$ cat config.mk
export PLATFORM = sky130hd
export DESIGN_NAME = stack_ctrl_fsm
export DESIGN_NICKNAME = d
export VERILOG_FILES = /design/src/rtl/stack_ctrl_fsm.sv
export SDC_FILE = /design/constraint.sdc
export NUM_CORES = 1
export LEC_CHECK = 0
export BUFFER_PORTS_ARGS = -buffer_cell sky130_fd_sc_hd__buf_4
export CAP_MARGIN = 20
export CORE_MARGIN = 2
export CORE_UTILIZATION = 56
export DETAILED_ROUTE_END_ITERATION = 10
export PLACE_DENSITY_LB_ADDON = 0.2
export SYNTH_ARGS = -nofsm -noshare
export SYNTH_HDL_FRONTEND = slang
export SYNTH_SLANG_ARGS = --single-unit
$ cat constraint.sdc
create_clock -name CLK -period 6.7 [get_ports CLK]
set_clock_uncertainty 0.05 [all_clocks]
set_input_delay 0.67 -clock CLK [delete_from_list [all_inputs] [get_ports CLK]]
set_output_delay 0.67 -clock CLK [all_outputs]
set_load 0.005 [all_outputs]
$ cat src/rtl/stack_ctrl_fsm.sv
// Multicycle fetch/decode/execute controller for the stack datapath, with a
// memory wait handshake, level interrupt entry, EI/DI, HALT and illegal-opcode trapping.
module stack_ctrl_fsm #(
  parameter int OP_W          = 8,
  parameter int ALU_OP_W      = 4,
  parameter int MEM_HANDSHAKE = 1,
  parameter int IRQ_EN        = 1
) (
  input  logic                CLK,
  input  logic                reset,
  input  logic [OP_W-1:0]     opcode,
  input  logic                mem_ready,
  input  logic                irq,
  output logic                mem_req,
  output logic [1:0]          mem_addr,
  output logic                mem_data,
  output logic                mem_write,
  output logic [1:0]          dp_inc,
  output logic [1:0]          rp_inc,
  output logic                reg_write,
  output logic                ir_write,
  output logic                tr_write,
  output logic                pc_write,
  output logic                b_write,
  output logic                out_write,
  output logic                jump,
  output logic                jump_cond,
  output logic                alu_src,
  output logic [2:0]          tr_src,
  output logic [2:0]          b_src,
  output logic [1:0]          pc_src,
  output logic [ALU_OP_W-1:0] alu_op,
  output logic                rst,
  output logic                irq_ack,
  output logic                halted,
  output logic                illegal,
  output logic [5:0]          dbg_state,
  output logic                ie_flag
);

  localparam logic [5:0] S_RST      = 6'd0,  S_FETCH    = 6'd1,  S_DECODE   = 6'd2,
                         S_ALU      = 6'd3,  S_BURN     = 6'd4,  S_SWAP     = 6'd5,
                         S_PUSH1    = 6'd6,  S_PUSH2    = 6'd7,  S_LD1      = 6'd8,
                         S_LD2      = 6'd9,  S_ST1      = 6'd10, S_ST2      = 6'd11,
                         S_FR1      = 6'd12, S_FR2      = 6'd13, S_JA       = 6'd14,
                         S_SH1      = 6'd15, S_SH2      = 6'd16, S_JMP1     = 6'd17,
                         S_JMP2     = 6'd18, S_JCOND    = 6'd19, S_JPOP     = 6'd20,
                         S_CT       = 6'd21, S_CALL     = 6'd22, S_TOR      = 6'd23,
                         S_JC       = 6'd24, S_OUT      = 6'd25, S_IRQ_PUSH = 6'd26,
                         S_IRQ_SAVE = 6'd27, S_IRQ_VEC  = 6'd28, S_HALT     = 6'd29,
                         S_EI       = 6'd30, S_DI       = 6'd31;

  logic [5:0] state, next_state;
  logic       ie_set, ie_clr, ill_set;
  logic [7:0] op8;
  logic [3:0] op_hi, op_lo;
  logic       op_wide, ready, irq_take;

  assign op8       = opcode[7:0];
  assign op_hi     = op8[7:4];
  assign op_lo     = op8[3:0];
  assign op_wide   = (opcode >> 8) != '0;
  assign ready     = (MEM_HANDSHAKE == 0) || mem_ready;
  assign irq_take  = (IRQ_EN != 0) && ie_flag && irq;
  assign dbg_state = state;

  // Memory handshake: an access is offered while mem_req=1 and completes on the
  // first cycle with mem_ready=1; until then address, data select and write hold.
  always_comb begin
    mem_req = 1'b0;  mem_addr = 2'b00; mem_data = 1'b0; mem_write = 1'b0;
    dp_inc = 2'b00;  rp_inc = 2'b00;   reg_write = 1'b0; ir_write = 1'b0;
    tr_write = 1'b0; pc_write = 1'b0;  b_write = 1'b1;   out_write = 1'b0;
    jump = 1'b0;     jump_cond = 1'b0; alu_src = 1'b0;   tr_src = 3'b000;
    b_src = 3'b000;  pc_src = 2'b00;   alu_op = '0;      rst = 1'b0;
    irq_ack = 1'b0;  halted = 1'b0;
    ie_set = 1'b0;   ie_clr = 1'b0;    ill_set = 1'b0;
    next_state = S_FETCH;
    case (state)
      S_RST: rst = 1'b1;
      S_FETCH: begin
        if (irq_take) begin
          next_state = S_IRQ_PUSH;
        end else begin
          mem_req = 1'b1; ir_write = 1'b1; pc_write = 1'b1;
          next_state = S_DECODE;
        end
      end
      S_DECODE: begin
        if (op_wide) ill_set = 1'b1;
        else if (op8 == 8'h00) next_state = S_FETCH;
        else if (op_hi == 4'h0) next_state = S_ALU;
        else if (op_hi == 4'hC || op_hi == 4'hD || op_hi == 4'hE) next_state = S_JMP1;
        else if (op_hi == 4'hF || op8 == 8'h13) next_state = S_CT;
        else begin
          case (op8)
            8'h11: next_state = S_LD1;
            8'h12: next_state = S_ST1;
            8'h14: next_state = S_FR1;
            8'h21: next_state = S_BURN;
            8'h24: next_state = S_SWAP;
            8'h25: next_state = S_OUT;
            8'h31: next_state = S_JA;
            8'h22, 8'h23, 8'h80, 8'h81, 8'h26: next_state = S_PUSH1;
            8'h8A, 8'h8B, 8'h8C: next_state = S_SH1;
            8'h27: next_state = S_EI;
            8'h28: next_state = S_DI;
            8'h2F: next_state = S_HALT;
            default: ill_set = 1'b1;
          endcase
        end
      end
      S_ALU: begin
        dp_inc = 2'b10; alu_src = 1'b1; alu_op = ALU_OP_W'(op_lo);
        tr_src = 3'b001; tr_write = 1'b1;
      end
      S_BURN: begin dp_inc = 2'b10; tr_write = 1'b1; end
      S_SWAP: begin tr_write = 1'b1; reg_write = 1'b1; end
      S_PUSH1: begin dp_inc = 2'b01; b_write = 1'b0; next_state = S_PUSH2; end
      S_PUSH2: begin
        reg_write = 1'b1;
        case (op8)
          8'h23: begin tr_write = 1'b1; tr_src = 3'b000; end
          8'h80: begin tr_write = 1'b1; tr_src = 3'b011; end
          8'h81: begin tr_write = 1'b1; tr_src = 3'b010; end
          8'h26: begin tr_write = 1'b1; tr_src = 3'b101; end
          default: ;
        endcase
      end
      S_LD1: begin mem_req = 1'b1; mem_addr = 2'b11; b_src = 3'b001; next_state = S_LD2; end
      S_LD2: tr_write = 1'b1;
      S_ST1: begin dp_inc = 2'b10; b_write = 1'b0; next_state = S_ST2; end
      S_ST2: begin
        mem_req = 1'b1; mem_write = 1'b1; mem_addr = 2'b01; mem_data = 1'b1;
        tr_src = 3'b100; tr_write = 1'b1; dp_inc = 2'b10;
      end
      S_FR1: begin
        mem_req = 1'b1; mem_addr = 2'b10; b_src = 3'b001; rp_inc = 2'b01; dp_inc = 2'b01;
        next_state = S_FR2;
      end
      S_FR2: begin reg_write = 1'b1; tr_write = 1'b1; end
      S_JA: begin pc_write = 1'b1; pc_src = 2'b10; tr_write = 1'b1; dp_inc = 2'b10; end
      S_SH1: begin b_src = 3'b011; next_state = S_SH2; end
      S_SH2: begin
        tr_src = 3'b001; tr_write = 1'b1; alu_src = 1'b1; alu_op = ALU_OP_W'(op_lo);
      end
      S_JMP1: begin b_src = 3'b100; next_state = S_JMP2; end
      S_JMP2: begin
        alu_op = ALU_OP_W'(4'd1);
        next_state = (op_hi == 4'hE) ? S_JC : S_JCOND;
      end
      S_JCOND: begin
        jump = 1'b1; jump_cond = (op_hi == 4'hC); pc_src = 2'b01; dp_inc = 2'b10;
        alu_src = 1'b1; alu_op = ALU_OP_W'(4'd2); next_state = S_JPOP;
      end
      S_JPOP: begin tr_src = 3'b100; tr_write = 1'b1; dp_inc = 2'b10; end
      S_CT: begin
        rp_inc = 2'b10; b_src = 3'b100;
        next_state = (op_hi == 4'hF) ? S_CALL : S_TOR;
      end
      S_CALL: begin
        mem_req = 1'b1; mem_write = 1'b1; mem_addr = 2'b10; alu_op = ALU_OP_W'(4'd1);
        next_state = S_JC;
      end
      S_TOR: begin
        mem_req = 1'b1; mem_write = 1'b1; mem_addr = 2'b10; mem_data = 1'b1;
        tr_src = 3'b100; tr_write = 1'b1; dp_inc = 2'b10;
      end
      S_JC: begin pc_src = 2'b01; pc_write = 1'b1; end
      S_OUT: begin out_write = 1'b1; tr_write = 1'b1; tr_src = 3'b100; dp_inc = 2'b10; end
      S_IRQ_PUSH: begin rp_inc = 2'b10; next_state = S_IRQ_SAVE; end
      // mem_data=0 stores PC+1 path; PC was not advanced, so this is the resume address.
      S_IRQ_SAVE: begin
        mem_req = 1'b1; mem_write = 1'b1; mem_addr = 2'b10; next_state = S_IRQ_VEC;
      end
      S_IRQ_VEC: begin pc_src = 2'b11; pc_write = 1'b1; irq_ack = 1'b1; ie_clr = 1'b1; end
      S_HALT: begin halted = 1'b1; next_state = irq_take ? S_IRQ_PUSH : S_HALT; end
      S_EI: ie_set = 1'b1;
      S_DI: ie_clr = 1'b1;
      default: next_state = S_RST;
    endcase

    if (mem_req && !ready) begin
      next_state = state;
      ir_write = 1'b0; pc_write = 1'b0; tr_write = 1'b0; reg_write = 1'b0;
      out_write = 1'b0; dp_inc = 2'b00; rp_inc = 2'b00; jump = 1'b0;
    end
  end

  always_ff @(posedge CLK) begin
    if (reset) begin
      state   <= S_RST;
      ie_flag <= 1'b0;
      illegal <= 1'b0;
    end else begin
      state <= next_state;
      if (ill_set) illegal <= 1'b1;
      if (IRQ_EN == 0) ie_flag <= 1'b0;
      else if (ie_set) ie_flag <= 1'b1;
      else if (ie_clr) ie_flag <= 1'b0;
    end
  end

endmodule

Word level (Yosys, flattened, before mapping)

Index checks and enable logic that the tools add are counted.

$add $sub $neg: 0
Divide/modulo/power cells: 0
Order comparisons: 0
Muxes and demuxes: 53
Multiply operators: 0
Reduce and logical (&&, ||, !) cells: 34
Bitwise gates (word level): 0
Shift-type cells: 0
Equal/unequal tests: 54

Operators by type and width:

| operator                                                        | count |
|---|---|
| 6-bit by 5-bit == test with 1-bit output, second input constant | 16 |
| 8-bit by 6-bit == test with 1-bit output, second input constant | 10 |
| 5-bit case mux with 16 select lines                             | 1 |
| 5-bit case mux with 12 select lines                             | 1 |
| 6-bit by 4-bit == test with 1-bit output, second input constant | 8 |
| 8-bit == test, second input constant                            | 5 |
| 8-bit by 5-bit == test with 1-bit output, second input constant | 4 |
| 1-bit two-way mux                                               | 31 |
| 3-bit case mux with 3 select lines                              | 3 |
| 5-bit two-way mux                                               | 5 |
| 6-bit by 3-bit == test with 1-bit output, second input constant | 4 |
| 2-bit OR reduction                                              | 10 |
| 18-bit OR reduction                                             | 1 |
| 17-bit OR reduction                                             | 1 |
| 4-bit == test, second input constant                            | 4 |
| 4-bit OR reduction                                              | 4 |
| 6-bit by 2-bit == test with 1-bit output, second input constant | 2 |
| 2-bit case mux with 3 select lines                              | 2 |
| 4-bit case mux with 3 select lines                              | 1 |
| 3-bit OR reduction                                              | 4 |
| 11-bit OR reduction                                             | 1 |
| 9-bit OR reduction                                              | 1 |
| 8-bit zero test                                                 | 1 |
| 2-bit case mux with 2 select lines                              | 2 |
| other kinds (13)                                                | 19 |

Bits in read-only memories: 0
Memories: 0
Memory bits (writable): 0
Bits of input ports: 12
Output and inout bits: 41
Latch bits: 0
Word-level logic and storage cells: 144
Bits in registers: 8

Logic depth before layout (Yosys ltp)

Depth after elaboration: 8
Mapped depth: 8
Gate-level depth less buffers: 6

Worst setup path after synthesis

Ideal clock, no wire load.

Path kind: input-to-output
Start: input opcode[6]
End: output tr_write
Arrival time: 2.362 ns
Required time: 5.980 ns
Stages: 6
Setup slack: 3.618 ns
Path through: buf_6 or4b_4 or4_4 o31ai_1 o31ai_1 a2111oi_0

Word-level cells in the longest chain between the ends: 5
Elaborated cells on any way between the ends: 8

RTL lines:

| element                                                                          | line | source |
|---|---|---|
| from (decl)                                                                      | 11   | `input logic [OP_W-1:0] opcode,` |
| 8-bit by 6-bit == test with 1-bit output / 8-bit == test (equally long branches) | 121  | `case (op8)` |
| 4-bit OR reduction (no line) (*)                                                 | n/a  |  |
| 1-bit two-way mux (*)                                                            | 121  |  |
| 1-bit case mux with 2 select lines (*)                                           | 78   | `case (state)` |
| 1-bit two-way mux (*)                                                            | 182  | `if (mem_req && !ready) begin` |
| to (decl)                                                                        | 22   | `output logic tr_write,` |

Mark *: on every way between the ends. The rest lies on a longest branch, timed or not.

Worst setup path after layout

Start: input opcode[5]
End: output tr_write

The elaborated chain is that of the path after synthesis.

==> summary.txt <==
Outcome
  • Status: finished, violations left
  • Failing checks: design-rule violations

GRT
  • Largest net degree at the start of global routing: 48
  • Vias in the first global route: 1785
  • Global Route Usage Sum: 0.299
  • Grt ovf: 0
  • First-pass GRT wire length: 8400 um
  • Number of antenna violations at the first check in global routing: 0

Critical path
  • Critical path type: primary input to primary output
  • Slowest Stage Delay on Critical Path: 0.57 ns
  • CP Max Fanout: 13
  • Arr. time, crit path: 2.75 ns
  • R2r worst-path depth: 4
  • CP bufs+invs: 2
  • Critical path's slowest cell: or4b_4
  • Crit-path cells: buf_4 -> or4b_4 -> or4_4 -> o31ai_1 -> o31ai_1 -> a2111oi_0 -> buf_4
  • Crit. End Element: primary output
  • Delay-heaviest family, CP: simple AND/OR/NAND/NOR gates
  • Crit Reg-Reg Endpoint: dbg_state[2]
  • Crit start category: primary input
  • R2R setup slack: 4.12 ns
  • Required @ worst endpoint: 5.98 ns
  • Critical R2R Launch: dbg_state[1]

Floorplan
  • Core ar.: 2810 um^2
  • Die area: 3480 um^2
  • Initial Util: 0.603
  • Row count: 19
  • Die Wd: 59.0 um
  • IO Pins: 53
  • Die H: 59.0 um

Detailed routing
  • Drt first-iter violations: 263
  • Drt total wl: 5230 um
  • ANT nets after route: 0
  • Vias after detailed routing: 2200
  • Routed vias/inst: 6.67
  • DR WL/cell: 15.9 um
  • Drt pass-1 iters: 8
  • Drt drc: 3

Power and ir drop
  • Lkg Pwr: 0.797 nW
  • VDD IR max: 0.175 mV
  • Pwr dens: 324 nW/um^2

STA
  • Final hold vios: 0
  • Final worst path period need: 3.47 ns
  • Worst-margin pin slew: 0.893 ns
  • Fmax: 288 MHz
  • Slew Limit Headroom: 0.404
  • Pins Over Slew Limit: 0
  • WHS: 0.398 ns
  • RSZ-0062 raised after global routing: no
  • Fin crit share: 0.518
  • Setup_tns: 0 ns
  • Final setup viols: 0

Worst hold path
  • Min-Delay Path Class: flip-flop to flip-flop
  • Hold depth: 2
  • Hold path start: illegal
  • Worst Hold Path EP: illegal

Layout
  • Layout Utilization: 0.724
  • Nets: 312
  • Fillers: 256
  • Commonest non-fill, non-tap cells in the layout: buf_4 (54), nor2_1 (35), a21oi_1 (18)
  • Most common cell after layout, fill and taps aside: buf_4
  • Share of layout cells above drive strength 1: 0.214
  • ANT cells: 0
  • Layout area overhead: 20.0%

Placed design
  • Port bufs: 51
  • Routability Congestion: 0.898
  • Hpwl dp: 3720 um

Yosys
  • Syn avg cell area: 6.22 um^2
  • Number of synthesized flops with an enable pin: 0
  • Yosys reg bits: 7
  • Synth cell types: 63
  • Synthesized area: 1690 um^2
  • Register area share after synthesis: 0.0828
  • Mapped Cells: 272
  • Synth Flop Type: dfxtp_1
  • Share of synthesized registers carrying an async set or reset: 0
  • Post-Synthesis Net Count: 284
  • Synthesis Warnings: 0

Clock network
  • CTS Buf Count: 3
  • Resized Gates After CTS: 0
  • Post-CTS Setup Inserts: 0
  • CTS sink cnt: 7
  • Clk_lat worst skew: 0.26 ns
  • H-tree depth: 1
  • Clock-pin slew on the worst setup and hold paths: 0.05 ns
  • CTS tree: done
  • Max clock buf depth: 2
  • Hold_buf cts: 0
  • Clk root buf: clkbuf_4

Run
  • Max-cap violations: 0
power by group:
part	switching, mW	total (mW)	leakage [nW]	internal (mW)
registers	0.0387	0.0943	0.0573	0.0556
clock network	0.0158	0.0385	0.0150	0.0227
logic	0.303	0.525	0.724	0.222
area by class of cell:
cell class	instances	area [um^2]	share of cell area
flip-flops and latches	7	140	0.0690
multi-input cells	229	1400	0.690
clock buffers	4	26.3	0.0129
well taps	31	38.8	0.0191
repair buffers	54	405	0.200
inverters	5	18.8	0.00924
worst reg2reg max path: cells and delay by family (launching register included):
| kind | cells | cell delay (ns) |
|---|---|---|
| AND/OR/NAND/NOR | 3 | 1.28 |
| flip-flops | 1 | 0.90 |
| AO/OA/AOI/OAI | 1 | 0.26 |
metrics by stage:
stage,instances,total power [mW],cell area [um^2],setup WS (ns)
2_1_floorplan,272,0.439,1690,3.62
3_5_place_dp,326,0.610,2010,3.24
4_1_cts,330,0.649,2030,3.24
5_1_grt,330,0.713,2030,3.18
3_3_place_gp,326,0.602,2010,3.29
6_report,330,0.658,2030,3.23
how the worst max path moves through the flow:
stage / slack [ns] / end / depth (start not counted) / startpoint
final: 3.23 / tr_write / 7 / opcode[5]
after global routing: 3.18 / tr_write / 7 / opcode[5]
after CTS: 3.24 / tr_write / 7 / opcode[5]
after detailed placement: 3.24 / tr_write / 7 / opcode[5]
after global placement: 3.29 / tr_write / 7 / opcode[5]
after floorplan: 3.62 / tr_write / 6 / opcode[6]
Yosys cell counts (5+ instances only):
master,count,area share
nand2_1,17,0.038
o21ai_1,5,0.015
a31oi_1,7,0.026
nor2b_1,8,0.030
nand2b_1,12,0.044
nor2_1,35,0.078
a21oi_1,18,0.053
nand3_1,8,0.024
o21ai_0,8,0.024
nor4_1,7,0.026
nor3_1,16,0.047
clkbuf_1,27,0.060
a22oi_1,5,0.022
nand3b_1,5,0.022
dfxtp_1,7,0.083
state kept, by name, indices dropped and copies added, names as in the netlist:
name,cells
dbg_state,5
ie_flag,1
illegal,1
cell families (layout without fill, tap and decap cells):
kind of cell / after synthesis / count (layout) / synth area share
and+or+nand+nor: 144 / 144 / 0.471
AOI/OAI and AO/OA: 75 / 75 / 0.303
buffers and inverters: 36 / 63 / 0.0887
DFF: 7 / 7 / 0.0828
muxes: 6 / 6 / 0.0370
xor gates and xnor gates: 3 / 3 / 0.0155
other: 1 / 1 / 0.00222
metal layers:
| metal | track usage | vias up | share of wire |
|---|---|---|---|
| li1 | - | 1075 | - |
| met1 | 0.449 | 988 | 0.44 |
| met2 | 0.457 | 125 | 0.45 |
| met3 | 0.0175 | 12 | 0.088 |
| met4 | 0.0877 | 0 | 0.019 |
| met5 | 0 | - | 0 |
Note: power is estimated with default switching activity, not from simulation.
